File: config.mk
export PLATFORM = sky130hd
export DESIGN_NAME = mem_access_ctrl
export DESIGN_NICKNAME = d
export VERILOG_FILES = /design/src/rtl/mem_ctrl_pkg.sv /design/src/rtl/mem_timeout_counter.sv /design/src/rtl/mem_access_ctrl.sv
export SDC_FILE = /design/constraint.sdc
export NUM_CORES = 1
export LEC_CHECK = 0
export ABC_AREA = 1
export BUFFER_PORTS_ARGS = -buffer_cell sky130_fd_sc_hd__buf_4
export CAP_MARGIN = 15
export CORE_MARGIN = 1
export CORE_UTILIZATION = 30
export DETAILED_ROUTE_END_ITERATION = 8
export GPL_ROUTABILITY_DRIVEN = 0
export MAX_ROUTING_LAYER = met4
export PLACE_DENSITY = 0.63
export RECOVER_POWER = 25
export SLEW_MARGIN = 10
export SYNTH_ARGS = -nofsm -noshare
export SYNTH_HDL_FRONTEND = slang
export SYNTH_SLANG_ARGS = --single-unit
File: constraint.sdc
create_clock -name clk -period 1.8 [get_ports clk]
set_input_delay 0.09 -clock clk [delete_from_list [all_inputs] [get_ports clk]]
set_output_delay 0.09 -clock clk [all_outputs]
set_load 0.01 [all_outputs]
File: src/rtl/mem_ctrl_pkg.sv
`default_nettype none
// ============================================================================
// Module   : mem_ctrl_pkg
// Purpose  : Shared types and constants for the EX/MEM memory access sequencer.
// Revision : 1.0 - initial release
// ============================================================================
package mem_ctrl_pkg;

    typedef enum logic [1:0] {
        IDLE   = 2'd0,
        ACCESS = 2'd1,
        DONE   = 2'd2,
        ABORT  = 2'd3
    } state_e;

    // Bit positions inside the 3-bit EX/MEM control field
    localparam int MEMWRITE_BIT = 2;
    localparam int MEMTOREG_BIT = 1;
    localparam int REGWRITE_BIT = 0;

    localparam int DEFAULT_TIMEOUT_CYCLES = 15;
    localparam int DEFAULT_CNT_W          = 4;

endpackage
`default_nettype wire

File: src/rtl/mem_timeout_counter.sv
`default_nettype none
// ============================================================================
// Module   : mem_timeout_counter
// Purpose  : Counts ACCESS cycles and flags the last cycle before a timeout.
// Revision : 1.0 - initial release
// ============================================================================
module mem_timeout_counter
    import mem_ctrl_pkg::*;
#(
    parameter int TIMEOUT_CYCLES = DEFAULT_TIMEOUT_CYCLES,
    parameter int CNT_W          = DEFAULT_CNT_W
) (
    input  logic clk,
    input  logic reset,
    input  logic clear_i,
    input  logic en_i,
    output logic tc_o
);

    localparam logic [CNT_W-1:0] TC_VALUE = CNT_W'(TIMEOUT_CYCLES - 1);

    logic [CNT_W-1:0] count_q;
    logic [CNT_W-1:0] count_d;

    always_comb begin
        count_d = count_q;
        if (clear_i) begin
            count_d = '0;
        end else if (en_i) begin
            count_d = count_q + 1'b1;
        end
    end

    always_ff @(posedge clk or posedge reset) begin
        if (reset) begin
            count_q <= '0;
        end else begin
            count_q <= count_d;
        end
    end

    // Terminal count is true during the final allowed ACCESS cycle
    assign tc_o = (count_q == TC_VALUE);

endmodule
`default_nettype wire

File: src/rtl/mem_access_ctrl.sv
`default_nettype none
// ============================================================================
// Module   : mem_access_ctrl
// Purpose  : Stalls EX/MEM around a req/ack data memory access, bubbling MEM/WB.
//            Optional stall counter enabled by MEM_ACCESS_CTRL_PERF_EN.
// Revision : 1.0 - initial release
// ============================================================================
module mem_access_ctrl
    import mem_ctrl_pkg::*;
#(
    parameter int TIMEOUT_CYCLES = DEFAULT_TIMEOUT_CYCLES,
    parameter int CNT_W          = DEFAULT_CNT_W
) (
    input  logic        clk,
    input  logic        reset,
    input  logic        mem_write_in,
    input  logic        mem_read_in,
    input  logic        flush_in,
    input  logic        mem_ack,
    output logic        mem_req,
    output logic        mem_we,
    output logic        exmem_hold,
    output logic        memwb_bubble,
    output logic        load_data_valid,
    output logic        busy,
    output logic        timeout_err,
    output logic [31:0] stall_cycles
);

    state_e state_q, state_d;
    logic   mem_req_q, mem_req_d;
    logic   mem_we_q, mem_we_d;
    logic   is_load_q, is_load_d;
    logic   timeout_err_q, timeout_err_d;
    logic   cnt_clear;
    logic   cnt_en;
    logic   cnt_tc;
    logic   memop;

    assign memop = mem_read_in | mem_write_in;

    mem_timeout_counter #(
        .TIMEOUT_CYCLES (TIMEOUT_CYCLES),
        .CNT_W          (CNT_W)
    ) u_timeout_counter (
        .clk     (clk),
        .reset   (reset),
        .clear_i (cnt_clear),
        .en_i    (cnt_en),
        .tc_o    (cnt_tc)
    );

    always_comb begin
        state_d         = state_q;
        mem_req_d       = mem_req_q;
        mem_we_d        = mem_we_q;
        is_load_d       = is_load_q;
        timeout_err_d   = timeout_err_q;
        exmem_hold      = 1'b0;
        memwb_bubble    = 1'b0;
        load_data_valid = 1'b0;
        cnt_clear       = 1'b0;
        cnt_en          = 1'b0;

        case (state_q)
            IDLE: begin
                if (memop) begin
                    memwb_bubble = 1'b1;
                    if (!flush_in) begin
                        exmem_hold = 1'b1;
                        state_d    = ACCESS;
                        mem_req_d  = 1'b1;
                        mem_we_d   = mem_write_in;
                        // Store wins when both control bits are set
                        is_load_d  = !mem_write_in;
                        cnt_clear  = 1'b1;
                    end
                end
            end
            ACCESS: begin
                exmem_hold   = 1'b1;
                memwb_bubble = 1'b1;
                cnt_en       = 1'b1;
                if (mem_ack) begin
                    state_d   = DONE;
                    mem_req_d = 1'b0;
                    mem_we_d  = 1'b0;
                end else if (cnt_tc) begin
                    state_d       = ABORT;
                    mem_req_d     = 1'b0;
                    mem_we_d      = 1'b0;
                    timeout_err_d = 1'b1;
                end
            end
            DONE: begin
                load_data_valid = is_load_q;
                state_d         = IDLE;
            end
            ABORT: begin
                memwb_bubble = 1'b1;
                state_d      = IDLE;
            end
            default: begin
                state_d = IDLE;
            end
        endcase
    end

    always_ff @(posedge clk or posedge reset) begin
        if (reset) begin
            state_q       <= IDLE;
            mem_req_q     <= 1'b0;
            mem_we_q      <= 1'b0;
            is_load_q     <= 1'b0;
            timeout_err_q <= 1'b0;
        end else begin
            state_q       <= state_d;
            mem_req_q     <= mem_req_d;
            mem_we_q      <= mem_we_d;
            is_load_q     <= is_load_d;
            timeout_err_q <= timeout_err_d;
        end
    end

    assign mem_req     = mem_req_q;
    assign mem_we      = mem_we_q;
    assign busy        = (state_q != IDLE);
    assign timeout_err = timeout_err_q;

`ifdef MEM_ACCESS_CTRL_PERF_EN
    logic [31:0] stall_q, stall_d;

    always_comb begin
        stall_d = stall_q;
        if (exmem_hold && (stall_q != 32'hFFFF_FFFF)) begin
            stall_d = stall_q + 32'd1;
        end
    end

    always_ff @(posedge clk or posedge reset) begin
        if (reset) begin
            stall_q <= 32'd0;
        end else begin
            stall_q <= stall_d;
        end
    end

    assign stall_cycles = stall_q;
`else
    assign stall_cycles = 32'd0;
`endif

endmodule
`default_nettype wire

Word-level counts from Yosys, hierarchy flattened
Cells that the tools add are included.
Widths: inputs -> output; s select.
{"block": "word_totals", "ff_bits": 10}
{"block": "op_classes", "add_sub_neg": 1, "n_eq_ne": 7, "mux": 23, "bitwise": 3, "reduce_logical": 11}
{"operator": "$mux 1", "count": 12}
{"operator": "$reduce_and 3->1", "count": 3}
{"operator": "$mux 2", "count": 4}
{"operator": "$mux 4", "count": 2}
{"operator": "$pmux 1 s2", "count": 4}
{"operator": "$pmux 2 s3", "count": 1}
{"operator": "$reduce_bool 2->1", "count": 3}
{"operator": "$add 4x1->4 const B", "count": 1}
{"operator": "$eq 2x2->1 const B", "count": 2}
{"operator": "$eq 4x4->1 const B", "count": 1}
{"operator": "$ne 2x2->1 const B", "count": 2}
{"operator": "$reduce_and 4->1", "count": 1}
{"operator": "$reduce_or 2->1", "count": 2}
{"operator": "$ne 3x3->1 const B", "count": 1}
{"operator": "$eq 2x1->1 const B", "count": 1}
{"operator": "$logic_not 2->1", "count": 1}
{"operator": "$not 1->1", "count": 2}
{"operator": "$logic_not 1->1", "count": 1}
{"operator": "$or 1x1->1", "count": 1}

Longest topological paths before layout
Gate-level depths: netlist of run 1.
{"block": "depth", "ltp_word": 4, "depth_mapped": 7}

By module
Synthesis of run 1 repeated with hierarchy kept, for this count alone.
{"block": "unflattened", "hier_cells": 97, "hier_area_um2": 763.2}
{"module": "mem_access_ctrl", "instances": 1, "cells_each": 71, "area_per_inst_um2": 549.3, "seq_area_each_um2": 150.1}
{"module": "mem_timeout_counter", "instances": 1, "cells_each": 26, "area_per_inst_um2": 214.0, "seq_area_each_um2": 100.1}

Least setup slack after synthesis of run 1
No wires, ideal clock.
{"block": "synth_timing", "path_type": "register to register", "startpoint": "register state_q[1]", "endpoint": "register is_load_q", "t_arrival_ps": 931, "path_stages_with_launch": 6, "n_path_buf": 0, "slack_ps": 750, "cell_sequence": "dfrtp_1 > nor2_2 > inv_2 > nor2_4 > nand2_1 > o21a_1"}
{"block": "synth_via", "elab_chain_cells": 2}
{"element": "from (decl)", "line_no": "mem_access_ctrl.sv:30", "text": "state_e state_q, state_d;"}
{"element": "from (signal assigned)", "line_no": "mem_access_ctrl.sv:117", "text": "state_q <= state_d;"}
{"element": "$logic_not 2->1", "line_no": "mem_access_ctrl.sv:65", "text": "case (state_q)"}
{"element": "$reduce_and 3->1 (no source line)"}
{"element": "to (signal assigned)", "line_no": "mem_access_ctrl.sv:120", "text": "is_load_q <= is_load_d;"}
{"element": "to (decl)", "line_no": "mem_access_ctrl.sv:33", "text": "logic is_load_q, is_load_d;"}
Every way passes these cells.
A chain may end at the register's enable or synchronous reset.

Worst setup path after layout of run 1
{"block": "layout_timing", "startpoint": "register state_q[1]", "endpoint": "output port exmem_hold"}
{"block": "layout_via", "elab_chain_cells": 2}
{"element": "$eq 2x1->1 / $logic_not 2->1 (equally long branches)", "line_no": "mem_access_ctrl.sv:65"}
{"element": "$pmux 1 s2 (*)", "line_no": "mem_access_ctrl.sv:65"}
{"element": "to (decl)", "line_no": "mem_access_ctrl.sv:22", "text": "output logic exmem_hold,"}
Every way passes the cells marked *; elsewhere a longest branch is shown, timed or not.

==> metrics.cfg, run 1 <==
[yosys]
synth_edf_count = 0
seq_area_frac_synth = 0.333
yosys.area.top_type_share = 0.333
synthTopCellsByCount = 32 x buf_4, 16 x nand2_1, 10 x dfrtp_1
yosysMostFrequentCell = buf_4
synthCells = 91
yosys.area.top_type = dfrtp_1
syn_area_um2 = 752
synthFlopType = dfrtp_1
syn_area_per_cell_um2 = 8.26
synthTopCellsByArea = dfrtp_1 33%, buf_4 32%, nand2_1 8.0%, ha_1 3.3%, nor2_4 3.0%
ys_async_sr_fraction = 1.00
ys.warnings.count = 0
synth-seq-cells = 10
ys_types = 20

[grt]
grt_max_degree = 11
grt_pass1_wl_um = 1580
grt.overflow.total = 0
grt_pass1_vias = 404
antenna_found_initial = 0
grtUsageTotal = 0.0806

[route]
vias = 505
detail_route.wl_per_cell_um = 7.47
first_pass_iters = 4
drtIter0Drc = 10
detail-route-antenna-nets = 0
finalWirelength_um = 1010
vias_per_cell = 3.74
drc = 0

[run_status]
status = finished clean

[placement]
port_buffers = 12
postPlaceCellArea_um2 = 753
dp_hpwl_um = 846

[worst_setup_path]
crit_slowest_cell = dfrtp_1
worstSetupPathType = reg -> out
worstPathArrival_ns = 1.31
end_kind = primary output
worstPathRequired_ns = 1.71
worstSetupStartpointType = flop
worstPathCellList = nor2_2, nand3_2, nand2_1, buf_4
cp_max_fo = 5
critPathMaxStageDelay_ns = 0.43

[clock_network]
cts_resized = 0
cts.sinks = 10
cts_made_buffers = 3
cts_max_path_buffers = 2
clkTransAtPathRegs_ns = 0.07
tritoncts = done
h-tree-depth = 1
clk_latency_ns = 0.26
root_buffer = clkbuf_4

[sta]
period_minus_slack_ns = 1.40
post-route-period-util = 0.776
rsz0062_at_grt = no
setup_viol = 0
slew_viol_final = 0
max_freq_ghz = 0.716
fin_setup_tns_ns = 0
finalHoldViolCount = 0
clock_skew_ns = 0.00326

[floorplanning]
boundaryPins = 45
die_w_um = 52.1
core_region_area_um2 = 2300
die_y_um = 52.1
start_util = 0.327
dieArea_um2 = 2710
row_count = 17

[job]
max-cap-violations = 0

[final_layout]
fill_cells = 243
nets = 116
diodes = 0
syn2layout_area_growth_pct = 6.32
final_util = 0.348
final_area_um2 = 800
drive_gt1_frac = 0.252

[min_path]
hold_path_class = in -> reg

[pwr]
power_mw = 1.03
power_leakage_nw = 0.455
power_density_nw_per_um2 = 1290
peakVddDrop_v = 0.000704

## final timing paths
| path | cells past startpoint | slack (ns) | endpoint | startpoint |
|---|---|---|---|---|
| worst max-delay path | 4 | 0.40 | exmem_hold | state_q[1] |
| worst min-delay path | 4 | 0.08 | state_q[0] | mem_ack |
| worst max register to register | 5 | 0.66 | is_load_q | state_q[1] |
| worst min register to register | 2 | 0.49 | mem_req | mem_req |
| max in group asynchronous | 3 | 1.18 | is_load_q | reset |
| min in group asynchronous | 3 | 0.35 | state_q[1] | reset |
## what timing repair did
item                                    4_1_cts  5_1_grt
hold buffers                                  1        0
endpoints found under the setup margin        0        0
endpoints found under the hold margin        10        0
buffers inserted                              0        0
## sequential cells by signal, indices dropped and copies added, names as in the netlist
name,flops
mem_we,1
is_load_q,1
state_q,2
u_timeout_counter.count_q,4
mem_req,1
timeout_err,1
## where the power goes
part	internal [mW]	switching (mW)	leakage, nW
clock network	0.123	0.0768	0.0210
registers	0.304	0.0690	0.127
logic	0.185	0.270	0.307
## critical path: cells and delay by family (launching register included)
kind                   cells  cell delay [ns]
buffers and inverters      1             0.12
AND/OR/NAND/NOR            3             0.49
flip-flops                 1             0.43
## through the flow
| step | hold WS [ns] | worst slack, ns | cells |
|---|---|---|---|
| 2_1_floorplan | -0.0698 | 0.750 | 122 |
| 3_3_place_gp | 0.0885 | 0.686 | 130 |
| 3_5_place_dp | 0.0946 | 0.670 | 130 |
| 4_1_cts | 0.0723 | 0.398 | 135 |
| 5_1_grt | 0.0781 | 0.319 | 135 |
| 6_report | 0.0754 | 0.403 | 135 |
## cells by family (layout without fill, tap and decap cells)
logic type	count (synthesis)	count (layout)	synth area share
buf+inv	40	25	0.359
xor+xnor	1	1	0.0116
simple gates	31	31	0.211
fa+ha+maj	2	2	0.0333
flops	10	10	0.333
compound gates	6	6	0.0466
other cells	1	32	0.00499
## layer usage
metal | up-vias | global-route usage | part of all wire
li1 | 251 | - | -
met3 | 2 | 0.0175 | 0.069
met4 | 0 | 0.0405 | 0.013
met1 | 219 | 0.0952 | 0.42
met5 | - | - | 0
met2 | 33 | 0.128 | 0.50
## cells in the final DEF (no fill, tap or decap)
master          n
conb_1         32
nand2_1        16
buf_4          11
dfrtp_1        10
inv_1           4
inv_2           4
nor2_1          4
clkbuf_4        4
o21ai_1         3
nor2_2          2
nand3_2         2
nand3_1         2
nor2_4          2
ha_1            2
nand4_1         1
or2_1           1
nand2_2         1
o21bai_1        1
a21oi_1         1
o21a_1          1
xor2_1          1
clkbuf_8        1
dlygate4sd3_1   1
## layout make-up
class                      count  area (µm²)  area share
inverter                       8        30.0      0.0376
timing repair buffer          13         100       0.125
sequential                    10         250       0.313
multi-input combinational     72         348       0.435
clock buffer                   4        36.3      0.0454
tap                           28        35.0      0.0438
No activity file was read; power rests on OpenSTA's default activity.
==> inputs of run 2 (changes only) <==
==> constraint.sdc (replaced) <==
create_clock -name clk -period 1.3 [get_ports clk]
set_input_delay 0.065 -clock clk [delete_from_list [all_inputs] [get_ports clk]]
set_output_delay 0.065 -clock clk [all_outputs]
set_load 0.01 [all_outputs]
==> metrics.cfg, run 2 (synthesis gave the netlist of run 1 again) <==
[worst_setup_path]
r2r_cells = 6  ; +1
worstSetupPathType = reg -> out
crit_start = state_q[0]
worstPathArrival_ns = 1.19  ; -0.12 ns
worstPathRequired_ns = 1.24  ; -0.47 ns
cp_max_fo = 5  ; unchanged
worstSetupStartpointType = flop
r2r_start = state_q[0]
end_kind = primary output

[grt]
antenna_found_initial = 0  ; unchanged
grtUsageTotal = 0.0919  ; +0.0114
grt_max_degree = 11  ; unchanged
grt_pass1_vias = 417  ; +3.2%
grtUsageMet1 = 0.101  ; +0.00557
use_met3 = 0.00877  ; -0.00877
grt.overflow.total = 0  ; unchanged
busiest_layer = met2
met2_usage = 0.147  ; +0.0192
grt_pass1_wl_um = 1700  ; +7.4%

[route]
detail_route.wl_per_cell_um = 8.15  ; +9.1%
first_pass_iters = 2  ; -2
drc = 0  ; unchanged
vias = 506  ; +0.20%
detail-route-antenna-nets = 0  ; unchanged
finalWirelength_um = 1120  ; +11%
vias_per_cell = 3.69  ; -1.3%
drtIter0Drc = 2  ; -8

[placement]
dp.cells = 130  ; unchanged
port_buffers = 12  ; unchanged
dp_hpwl_um = 876  ; +3.5%

[final_layout]
diodes = 0  ; unchanged
final_cells = 137  ; +1.5%
regMostFlops = u_timeout_counter.count_q
nets = 119  ; +2.6%
multi_input_area_um2 = 363  ; +4.3%
drive_gt1_frac = 0.294  ; +0.0412
biggestRegsByFlops = u_timeout_counter.count_q x4, state_q x2
regArea_um2 = 253  ; +1.0%
final_util = 0.359  ; +0.0114
syn2layout_area_growth_pct = 9.82
final_cell_mix = 32 x conb_1, 15 x nand2_1, 14 x buf_4
largest_reg_flops = 4  ; unchanged
fill_cells = 231  ; -4.9%
final_common_cell = conb_1

[clock_network]
clk_latency_ns = 0.26  ; about the same
cts_made_buffers = 3  ; unchanged
cts_max_path_buffers = 2  ; unchanged
cts.sinks = 10  ; unchanged
clkTransAtPathRegs_ns = 0.06  ; about the same
h-tree-depth = 1  ; unchanged
root_buffer = clkbuf_4
tritoncts = done

[job]
max-cap-violations = 0  ; unchanged

[pwr]
netSwitchingFraction = 0.419  ; +0.0138
p_comb_frac = 0.492  ; +0.049
power_mw = 1.46  ; +42%
p_clk_frac = 0.141  ; -0.053
p_int_uw = 849  ; +39%
peakVddDrop_v = 0.000763  ; +8.5%
power_frac_seq = 0.368  ; +0.005
power_leakage_nw = 0.460  ; +1.2%
switchingPower_uw = 611  ; +47%
power_density_nw_per_um2 = 1770  ; +38%

[min_path]
hold_path_class = in -> reg
hold_path_startpoint = mem_ack
whs_path_depth = 4  ; unchanged

[run_status]
status = finished clean

[floorplanning]
row_count = 17  ; unchanged
boundaryPins = 45  ; unchanged
dieArea_um2 = 2710  ; unchanged
die_w_um = 52.1  ; unchanged
die_y_um = 52.1  ; unchanged
start_util = 0.327  ; unchanged
core_region_area_um2 = 2300  ; unchanged

[sta]
setup_viol = 0  ; unchanged
slew_viol_final = 0  ; unchanged
clock_skew_ns = 0.00414  ; +0.000879 ns
period_minus_slack_ns = 1.25
fin_setup_tns_ns = 0  ; unchanged
rsz0062_at_grt = no
max_freq_ghz = 0.798
post-route-period-util = 0.964
finalHoldViolCount = 0  ; unchanged

-- run 2: timing repair --
| action | 4_1_cts | 5_1_grt |
|---|---|---|
| pin swaps | 0 | 2 |
| hold endpoints to repair | 10 | 0 |
| endpoints found under the setup margin | 1 | 1 |
| buffers inserted | 0 | 3 |
| gates resized for setup | 3 | 2 |
| hold buffers | 1 | 0 |
-- run 2: area by class of cell --
type	count	share of cell area
clock buffer	3	0.0273
inverter	8	0.0364
multi-input combinational	72	0.439
sequential	10	0.306
timing repair buffer	16	0.148
tap	28	0.0424
-- run 2: worst max-delay path, stage by stage (launching register included) --
cell and delay, ns:
dfrtp_2 0.45, nor2_4 0.17, nand3_4 0.12, nand2_2 0.08, buf_4 0.12
-- run 2: routing by layer --
layer / part of all wire / up-vias / wire, µm
met1: 0.43 / 219 / 479
li1: - / 252 / -
met5: 0 / - / 0
met2: 0.49 / 32 / 551
met3: 0.050 / 3 / 56
met4: 0.024 / 0 / 27
-- run 2: worst paths after layout --
check,end,slack (ns)
setup reg to reg,is_load_q,0.10
setup / recovery,exmem_hold,0.05
hold reg to reg,mem_req,0.48
max in group asynchronous,state_q[0],0.68
min in group asynchronous,u_timeout_counter.count_q[1],0.33
hold / removal,state_q[0],0.06
-- run 2: through the flow --
step                      setup slack (ns)  instance area [µm²]  hold WS [ns]
after CTS                          0.00865                  800        0.0471
after floorplan                      0.250                  868       -0.0948
after global routing              0.000596                  826        0.0510
after global placement               0.191                  753        0.0690
after detailed placement             0.151                  753        0.0697
final                               0.0469                  826        0.0550
-- run 2: power by group through the flow --
stage	logic, mW	clock network, mW	registers [mW]
6_report	0.718	0.205	0.537
5_1_grt	0.808	0.228	0.551
4_1_cts	0.657	0.216	0.529
3_5_place_dp	0.637	0	0.522
3_3_place_gp	0.621	0	0.522
2_1_floorplan	0.484	0	0.519
